===== config.mk =====
export PLATFORM = sky130hd
export DESIGN_NAME = uart_rx_deframer
export DESIGN_NICKNAME = d
export VERILOG_FILES = /design/src/rtl/uart_rx_deframer.sv
export SDC_FILE = /design/constraint.sdc
export NUM_CORES = 1
export LEC_CHECK = 0
export ABC_CLOCK_PERIOD_IN_PS = 7600
export CORE_MARGIN = 2
export CORE_UTILIZATION = 55
export CTS_CLUSTER_SIZE = 16
export DETAILED_ROUTE_END_ITERATION = 7
export GPL_TIMING_DRIVEN = 0
export PLACE_DENSITY = 0.74
export SLEW_MARGIN = 40
export SYNTH_ARGS = -nofsm -noshare
export SYNTH_HDL_FRONTEND = slang
export SYNTH_SLANG_ARGS = --single-unit

===== constraint.sdc =====
create_clock -name clk -period 7.6 [get_ports clk]
set_input_delay 1.9 -clock clk [delete_from_list [all_inputs] [get_ports clk]]
set_output_delay 1.9 -clock clk [all_outputs]
set_load 0.05 [all_outputs]

===== src/rtl/uart_rx_deframer.sv =====
// uart_rx_deframer: pops bytes from the UART receive buffer, parses 7E/LEN/payload/CHK frames
// and streams checksum-clean payloads on out_*. Define FRAME_TIMEOUT_EN to abort stalled partial frames.
module uart_rx_deframer #(
  parameter int MAX_LEN = 32,
  parameter int TIMEOUT = 1000000
) (
  input  logic        clk,
  input  logic        reset,
  input  logic        enable,
  input  logic [11:0] uart_rxcount,
  input  logic [7:0]  uart_dout,
  output logic [15:0] uart_id,
  output logic [15:0] uart_din,
  output logic        uart_write,
  output logic [7:0]  out_data,
  output logic        out_valid,
  input  logic        out_ready,
  output logic        out_last,
  output logic        frame_good,
  output logic        frame_bad,
  output logic        len_err,
  output logic        timeout,
  output logic [7:0]  bad_cnt
);
  localparam int             AW       = (MAX_LEN > 1) ? $clog2(MAX_LEN) : 1;
  localparam logic [7:0]     MAX_LEN8 = 8'(MAX_LEN);
  localparam logic [7:0]     SOF      = 8'h7E;
  localparam logic [15:0]    UART_ID  = 16'h0204;
  localparam logic [2:0]     SETTLE   = 3'd4;
  localparam logic [AW-1:0]  ADDR0    = '0;

  typedef enum logic [2:0] {WAIT_SOF, WAIT_LEN, WAIT_PAY, WAIT_CHK, DRAIN} state_t;

  state_t      state_q, state_d;
  logic [2:0]  settle_q, settle_d;
  logic [7:0]  len_q, len_d;
  logic [7:0]  sum_q, sum_d;
  logic [7:0]  idx_q, idx_d;
  logic [7:0]  rdptr_q, rdptr_d;
  logic [7:0]  out_data_q, out_data_d;
  logic        out_valid_q, out_valid_d;
  logic        out_last_q, out_last_d;
  logic        uart_write_q, uart_write_d;
  logic [15:0] uart_id_q, uart_id_d;
  logic        frame_good_q, frame_good_d;
  logic        frame_bad_q, frame_bad_d;
  logic        len_err_q, len_err_d;
  logic        timeout_q;
  logic [7:0]  bad_cnt_q, bad_cnt_d;
  logic [7:0]  chk_sum;
  logic        mem_we;
  logic [AW-1:0] mem_wa;
  logic        take;
  logic        fire_tmo;

  logic [7:0]  pay_mem [2**AW];

  assign take = (uart_rxcount != 12'd0) && (settle_q == 3'd0) && enable && (state_q != DRAIN);

`ifdef FRAME_TIMEOUT_EN
  localparam logic [23:0] TIMEOUT24 = 24'(TIMEOUT);
  logic [23:0] tmo_cnt_q, tmo_cnt_d;
  logic        active;

  // Counter runs only between bytes of a partial frame and freezes while enable is low.
  always_comb begin
    active    = state_q inside {WAIT_LEN, WAIT_PAY, WAIT_CHK};
    tmo_cnt_d = tmo_cnt_q;
    fire_tmo  = 1'b0;
    if (take || !active) begin
      tmo_cnt_d = '0;
    end else if (enable) begin
      tmo_cnt_d = tmo_cnt_q + 24'd1;
      if (tmo_cnt_d == TIMEOUT24) begin
        fire_tmo  = 1'b1;
        tmo_cnt_d = '0;
      end
    end
  end

  always_ff @(posedge clk) begin
    if (reset) tmo_cnt_q <= '0;
    else       tmo_cnt_q <= tmo_cnt_d;
  end
`else
  logic unused_timeout_param;
  assign unused_timeout_param = (TIMEOUT == 0);
  assign fire_tmo = 1'b0;
`endif

  always_comb begin
    state_d      = state_q;
    settle_d     = settle_q;
    len_d        = len_q;
    sum_d        = sum_q;
    idx_d        = idx_q;
    rdptr_d      = rdptr_q;
    out_data_d   = out_data_q;
    out_valid_d  = out_valid_q;
    out_last_d   = out_last_q;
    frame_good_d = 1'b0;
    frame_bad_d  = 1'b0;
    len_err_d    = 1'b0;
    bad_cnt_d    = bad_cnt_q;
    mem_we       = 1'b0;
    mem_wa       = idx_q[AW-1:0];
    chk_sum      = sum_q + uart_dout;
    uart_write_d = take;
    uart_id_d    = take ? UART_ID : 16'h0000;

    if (settle_q != 3'd0) settle_d = settle_q - 3'd1;

    if (take) begin
      // The pop takes four cycles to reach the UART head, so hold off until the new byte is there.
      settle_d = SETTLE;
      case (state_q)
        WAIT_SOF: if (uart_dout == SOF) state_d = WAIT_LEN;
        WAIT_LEN: begin
          if (uart_dout == 8'd0 || uart_dout > MAX_LEN8) begin
            len_err_d = 1'b1;
            state_d   = WAIT_SOF;
          end else begin
            len_d   = uart_dout;
            sum_d   = uart_dout;
            idx_d   = 8'd0;
            state_d = WAIT_PAY;
          end
        end
        WAIT_PAY: begin
          mem_we = 1'b1;
          idx_d  = idx_q + 8'd1;
          sum_d  = chk_sum;
          if (idx_d == len_q) state_d = WAIT_CHK;
        end
        WAIT_CHK: begin
          if (chk_sum == 8'd0) begin
            frame_good_d = 1'b1;
            state_d      = DRAIN;
            rdptr_d      = 8'd0;
            out_valid_d  = 1'b1;
            out_data_d   = pay_mem[ADDR0];
            out_last_d   = (len_q == 8'd1);
          end else begin
            frame_bad_d = 1'b1;
            state_d     = WAIT_SOF;
          end
        end
        default: ;
      endcase
    end else if (fire_tmo) begin
      state_d = WAIT_SOF;
    end

    if (state_q == DRAIN && out_ready) begin
      if (out_last_q) begin
        state_d     = WAIT_SOF;
        out_valid_d = 1'b0;
        out_last_d  = 1'b0;
        out_data_d  = 8'h00;
      end else begin
        rdptr_d    = rdptr_q + 8'd1;
        out_data_d = pay_mem[rdptr_d[AW-1:0]];
        out_last_d = (rdptr_d == len_q - 8'd1);
      end
    end

    if ((frame_bad_d || len_err_d || fire_tmo) && bad_cnt_q != 8'hFF)
      bad_cnt_d = bad_cnt_q + 8'd1;
  end

  always_ff @(posedge clk) begin
    if (reset) begin
      state_q      <= WAIT_SOF;
      settle_q     <= 3'd0;
      len_q        <= 8'd0;
      sum_q        <= 8'd0;
      idx_q        <= 8'd0;
      rdptr_q      <= 8'd0;
      out_data_q   <= 8'h00;
      out_valid_q  <= 1'b0;
      out_last_q   <= 1'b0;
      uart_write_q <= 1'b0;
      uart_id_q    <= 16'h0000;
      frame_good_q <= 1'b0;
      frame_bad_q  <= 1'b0;
      len_err_q    <= 1'b0;
      timeout_q    <= 1'b0;
      bad_cnt_q    <= 8'h00;
    end else begin
      state_q      <= state_d;
      settle_q     <= settle_d;
      len_q        <= len_d;
      sum_q        <= sum_d;
      idx_q        <= idx_d;
      rdptr_q      <= rdptr_d;
      out_data_q   <= out_data_d;
      out_valid_q  <= out_valid_d;
      out_last_q   <= out_last_d;
      uart_write_q <= uart_write_d;
      uart_id_q    <= uart_id_d;
      frame_good_q <= frame_good_d;
      frame_bad_q  <= frame_bad_d;
      len_err_q    <= len_err_d;
      timeout_q    <= fire_tmo;
      bad_cnt_q    <= bad_cnt_d;
    end
  end

  always_ff @(posedge clk) begin
    if (mem_we) pay_mem[mem_wa] <= uart_dout;
  end

  assign uart_id    = uart_id_q;
  assign uart_din   = 16'h0000;
  assign uart_write = uart_write_q;
  assign out_data   = out_data_q;
  assign out_valid  = out_valid_q;
  assign out_last   = out_last_q;
  assign frame_good = frame_good_q;
  assign frame_bad  = frame_bad_q;
  assign len_err    = len_err_q;
  assign timeout    = timeout_q;
  assign bad_cnt    = bad_cnt_q;
endmodule


; Word level (Yosys, flattened, before mapping)
; Memory sizes are Yosys's and may differ from the RTL's.
; Cells that the tools add are included.
[word_totals]
ramBits = 256
memories = 1
in_bits = 24
register_bits = 76
output_inout_bits = 55
word_cells = 107
[classes]
order_cmp = 1
n_addsub = 6
reduce_logical = 23
mux = 46
bitwise_logic = 3
n_eq_ne = 11
[memory_table]
columns = name, depth, width, read_ports, rd_ports_with_merged_regs, wr, line
row1 = pay_mem, 32, 8, 2, 0, 1, 56  ; logic [7:0] pay_mem [2**AW];
[ops]
columns = operator, n
row1 = 8-bit 2-to-1 mux, 12
row2 = 8-bit case mux with 2 select lines, 2
row3 = "8-bit by 1-bit adder with 8-bit output, second input constant", 3
row4 = 3-bit 2-to-1 mux, 8
row5 = 1-bit 2-to-1 mux, 21
row6 = 8-bit equality test, 2
row7 = 8-bit logical NOT, 2
row8 = 3-bit case mux with 4 select lines, 1
row9 = 12-bit nonzero test, 1
row10 = 10-bit 2-to-1 mux, 1
row11 = 2-bit nonzero test, 5
row12 = 3-bit AND reduction, 3
row13 = 8-bit adder, 1
row14 = "8-bit by 1-bit equality test with 1-bit output, second input constant", 1
row15 = "8-bit by 7-bit equality test with 1-bit output, second input constant", 1
row16 = "8-bit by 6-bit greater-than comparator with 1-bit output, second input constant", 1
row17 = "8-bit inequality test, second input constant", 1
row18 = "8-bit by 1-bit subtractor with 8-bit output, second input constant", 1
row19 = "3-bit by 2-bit equality test with 1-bit output, second input constant", 2
row20 = 3-bit logical NOT, 2
row21 = 1-bit logical AND, 5
row22 = "3-bit by 1-bit equality test with 1-bit output, second input constant", 1
row23 = "3-bit equality test, second input constant", 1
row24 = "3-bit inequality test, second input constant", 1
row25 = 8 further kinds, 11

; Longest topological paths before layout
[depth]
word_depth = 7
ltp_mapped = 10
ltp_nobuf = 9

; Worst setup path after synthesis
; No wires, ideal clock.
[synth_timing]
path_kind = input port to flip-flop
startpoint = input port uart_dout[0]
endpoint = register bad_cnt_q[6] (netlist: bad_cnt[6])
slack_ns = 3.158
setup_ns = 0.123
stages = 9
n_path_buf = 1
required_ns = 7.477
arrival_time_ns = 4.318
cell_sequence = ha_1 > fa_1 > a211o_1 > a2111oi_4 > a2111oi_4 > and4_1 > buf_4 > a2111oi_2 > mux2_1
[synth_via]
elab_chain_len = 7
word_cells_on_any_way = 13
classes_between = 1 x add/sub / 1 x order compare / 6 x mux / 5 x reduce/logical
[synth_rtl]
columns = element, line
row1 = "start, declared", 11  ; input logic [7:0] uart_dout,
row2 = "8-bit adder, or another cell as far along", 107  ; chk_sum = sum_q + uart_dout;
row3 = 8-bit logical NOT / 1-bit logical OR (equally long branches), "136, 119"
row4 = 1-bit 2-to-1 mux (on tied branches), "136, 119"
row5 = 1-bit 2-to-1 mux, 116  ; case (state_q)
row6 = 1-bit 2-to-1 mux, 113  ; if (take) begin
row7 = 1-bit logical OR (*), 167  ; if ((frame_bad_d || len_err_d || fire_tmo) && bad_cnt_q != 8'hFF)
row8 = 1-bit logical AND (*), 167
row9 = "end signal, assigned", 205  ; bad_cnt_q <= bad_cnt_d;
row10 = "end, declared", 49  ; logic [7:0] bad_cnt_q, bad_cnt_d;
; Every way passes the cells marked *; elsewhere a longest branch is shown, timed or not.
; A chain may end at the register's enable or synchronous reset.

; Worst setup path after layout
[layout_timing]
startpoint = input port uart_rxcount[8]
endpoint = memory pay_mem[1][7], enable pin
[layout_via]
elab_chain_len = 7
[layout_rtl]
columns = element, line
row1 = "start, declared", 10  ; input logic [11:0] uart_rxcount,
row2 = 12-bit nonzero test, 58  ; assign take = (uart_rxcount != 12'd0) && (settle_q == 3'd0) && enable && (state_q != DRAIN);
row3 = 1-bit logical AND (3 in a row), 58
row4 = 1-bit 2-to-1 mux, 113
row5 = 1-bit 2-to-1 mux, 210  ; if (mem_we) pay_mem[mem_wa] <= uart_dout;
row6 = 1-bit 2-to-1 mux (implied by the code), 210
row7 = "end, declared", 56
; No other way between the ends.

==> results.tsv <==
stage	metric	value	unit
placed_design	IO buf count	47	
logic_synthesis	most frequent cell after synthesis	edfxtp_1	
sta	Final Skew	0.01424	ns
worst_setup_path	R2R depth	8	
floorplan	die width	163.8	um
floorplan	DIE AREA	0.02682	sq mm
floorplan	# rows	58	
clock_tree	CTS tree	built	
route	met1 wire length	12.63	mm
route	initial drt markers	815	
logic_synthesis	share of the synthesized area in the top cell type	54.76	%
global_routing	first-pass GRT wire length	46.42	mm
route	number of remaining DRC errors	0	
logic_synthesis	Synth Warn #	0	
power	PwrDens	223.5	mW/mm^2
logic_synthesis	Syn Area/Cell	15.18	sq um
cells_and_area	layout cells sized above 1	22.22	%
cells_and_area	final core utilization	63.99	%
clock_tree	Post-CTS Setup Bufs	0	
route	max layer used	met4	
cells_and_area	diode count	0	
placed_design	GP Congestion	0.8430	
clock_tree	CTS H-tree depth	1	
floorplan	Top Ports	79	
cells_and_area	final instance area	0.01607	sq mm
clock_tree	hold-fix buffers at CTS	0	
route	via count	8292	
cells_and_area	nets@finish	1081	
route	number of detailed-route iterations in the first pass	5	
placed_design	dpl hpwl	21.01	mm
floorplan	core area	0.02511	sq mm
worst_setup_path	Worst Path Max Fanout	10	
floorplan	Die Height	163.8	um
sta	RSZ-0062 raised after global routing	no	
logic_synthesis	Yosys cell types	71	
global_routing	initial antenna violation count	0	
route	wire length per cell	22.04	um
power	IR drop worst, VDD	0.1963	mV
power	total power	3.592	mW
clock_tree	clock latency on the worst-skew pair	0.56	ns
logic_synthesis	post-synth top area cell	edfxtp_1	
logic_synthesis	number of synthesized flops with an enable pin	256	
route	drt via density	5.957	
placed_design	placed cell area	0.01508	sq mm
logic_synthesis	top cells by count, synth	256 x edfxtp_1, 73 x mux4_2, 69 x nor2_1, 60 x dfxtp_1, 54 x nand2_1	
clock_tree	# clock sinks	316	
floorplan	initial core utilization	55.91	%
logic_synthesis	largest cells by area after synthesis	edfxtp_1 55%, mux4_2 12%, dfxtp_1 8.6%, buf_4 2.0%, nor2_1 1.8%	
clock_tree	clock-pin transition on the worst setup and hold timing paths	0.06	ns
global_routing	vias in the first global route	8093	
sta	relative max-transition margin	43.09	%
worst_setup_path	WP data required	7.78	ns
logic_synthesis	top_reg_cell synth	edfxtp_1	
logic_synthesis	asr flop ratio synth	0	%
route	metal3 WL	2.124	mm
global_routing	global route overflow	0	
worst_setup_path	Worst setup EP type	register	
sta	Fin. Hold Viols	0	
global_routing	largest net degree at the start of global routing	39	
sta	min Tclk post-route	4.655	ns
route	DRT antenna net count	0	
outcome	status	complete, no violations	
logic_synthesis	register bit count reported by yosys	316	
clock_tree	root cell of the clock tree	clkbuf_16	
sta	post-route setup TNS	0	ns
clock_tree	post-CTS resize count	0	
logic_synthesis	register area share after synthesis	63.32	%
worst_setup_path	R2R setup slack	4.05	ns
cells_and_area	layout filler cell count	1834	
sta	Slew @ Worst Pin	0.8471	ns
route	DR WL met2	15.28	mm
sta	final worst path period share	61.25	%
hold_path	hold crit path type	reg -> reg	
logic_synthesis	mapped cell area	0.01404	sq mm
sta	Fmax	214.8	MHz
power	Leak	5.197	nW
clock_tree	total CTS buffers	31	
worst_setup_path	critical path class	in -> reg	
hold_path	Worst Hold Path Cells	2	
route	drt total wl	30.68	mm
logic_synthesis	synthesized instance count	925	
cells_and_area	layout overhead on the synthesized area	14.45	%
worst_setup_path	Startpoint Class	input pin	
sta	setup violators final	0	
flow_run	maxcap violations	0	
global_routing	Global Route Usage Sum	23.10	%
sta	Max Slew Vio Count	0	
clock_tree	Clock Path Buffers	3	
worst_setup_path	WP data arrival	4.84	ns
[stage by stage]
step                hold slack, ns  cells  setup WS, ns
floorplan                   0.4397    955         3.158
global placement            0.4574   1332         1.334
detailed placement          0.4674   1335         2.396
CTS                         0.4767   1392         2.974
global route                0.4901   1392         2.745
finish                      0.4658   1392         2.945
[flip-flops by register name, summed over array words and instances, names as in the netlist]
signal	cells
uart_id	1
state_q	3
settle_q	3
pay_mem	256
bad_cnt	8
len_q	8
frame_bad	1
idx_q	8
rdptr_q	8
out_data	8
frame_good	1
out_valid	1
out_last	1
sum_q	8
len_err	1
[worst max-delay path, stage by stage]
cell,delay (ns)
clkdlybuf4s50_1,0.46
nor4_1,0.06
and3_1,0.20
or3b_2,0.51
nor2_1,0.51
nand2_1,0.46
nor2_1,0.73
[logic make-up (layout without fill, tap and decap cells)]
group           after synthesis  after routing  synth area share, %
flops                       316            316                63.32
buf+inv                      91            198                3.618
compound gates              123            123                6.622
other cells                   1             31              0.02671
fa+ha+maj                    19             19                1.747
simple gates                242            242                8.779
xor+xnor                     36             36                2.246
mux                          97             97                13.65
[power breakdown]
part / switching (mW) / total, mW / internal, mW
Clock: 0.632 / 1.45 / 0.820
Sequential: 0.00748 / 1.89 / 1.88
Combinational: 0.172 / 0.253 / 0.0808
[final timing paths]
check,from,to
hold reg to reg,out_valid$_SDFF_PP0_,out_valid$_SDFF_PP0_
hold / removal,out_valid$_SDFF_PP0_,out_valid$_SDFF_PP0_
setup reg to reg,settle_q[0]$_SDFFE_PP0P_,pay_mem[1][7]$_DFFE_PP_
setup / recovery,uart_rxcount[8],pay_mem[1][7]$_DFFE_PP_
[area by class of cell]
| class | count | area [sq um] | share of cell area (%) |
|---|---|---|---|
| repair buffers | 50 | 503.0 | 3.131 |
| plain buffers | 78 | 459.2 | 2.858 |
| inverters | 13 | 48.80 | 0.3037 |
| well taps | 330 | 412.9 | 2.570 |
| flip-flops and latches | 316 | 8889 | 55.32 |
| clock buffers | 41 | 853.3 | 5.311 |
| multi-input cells | 548 | 4787 | 29.80 |
| clock inverters | 16 | 113.9 | 0.7087 |
[metal layers]
layer	global-route usage, %	up-vias
met4	5.742	0
met3	3.965	45
li1	-	3777
met1	31.50	4182
met2	39.09	288
met5	0	-
[layout by cell type (no fill, tap or decap), drive strengths merged, types with 4 or more instances in the layout]
master and instances:
o31ai 6, nor2 70, mux2 22, inv 13
clkinv 11, nand3b 5, o21ai 16, mux4 73
a21oi 39, dfxtp 60, a311oi 8, nand4 7
nor3 14, xnor2 22, nand2 55, a211oi 14
nor4 14, xor2 14, nand3 23, clkdlybuf4s50 39
clkbuf 68, a2111oi 6, nand2b 5, or3 6
ha 18, clkinvlp 4, conb 31, and2 7
a31oi 4, and3 7, a31o 8, a22oi 8
nor2b 13, buf 62, or4 4, edfxtp 256
Note: power is estimated with default switching activity, not from simulation.
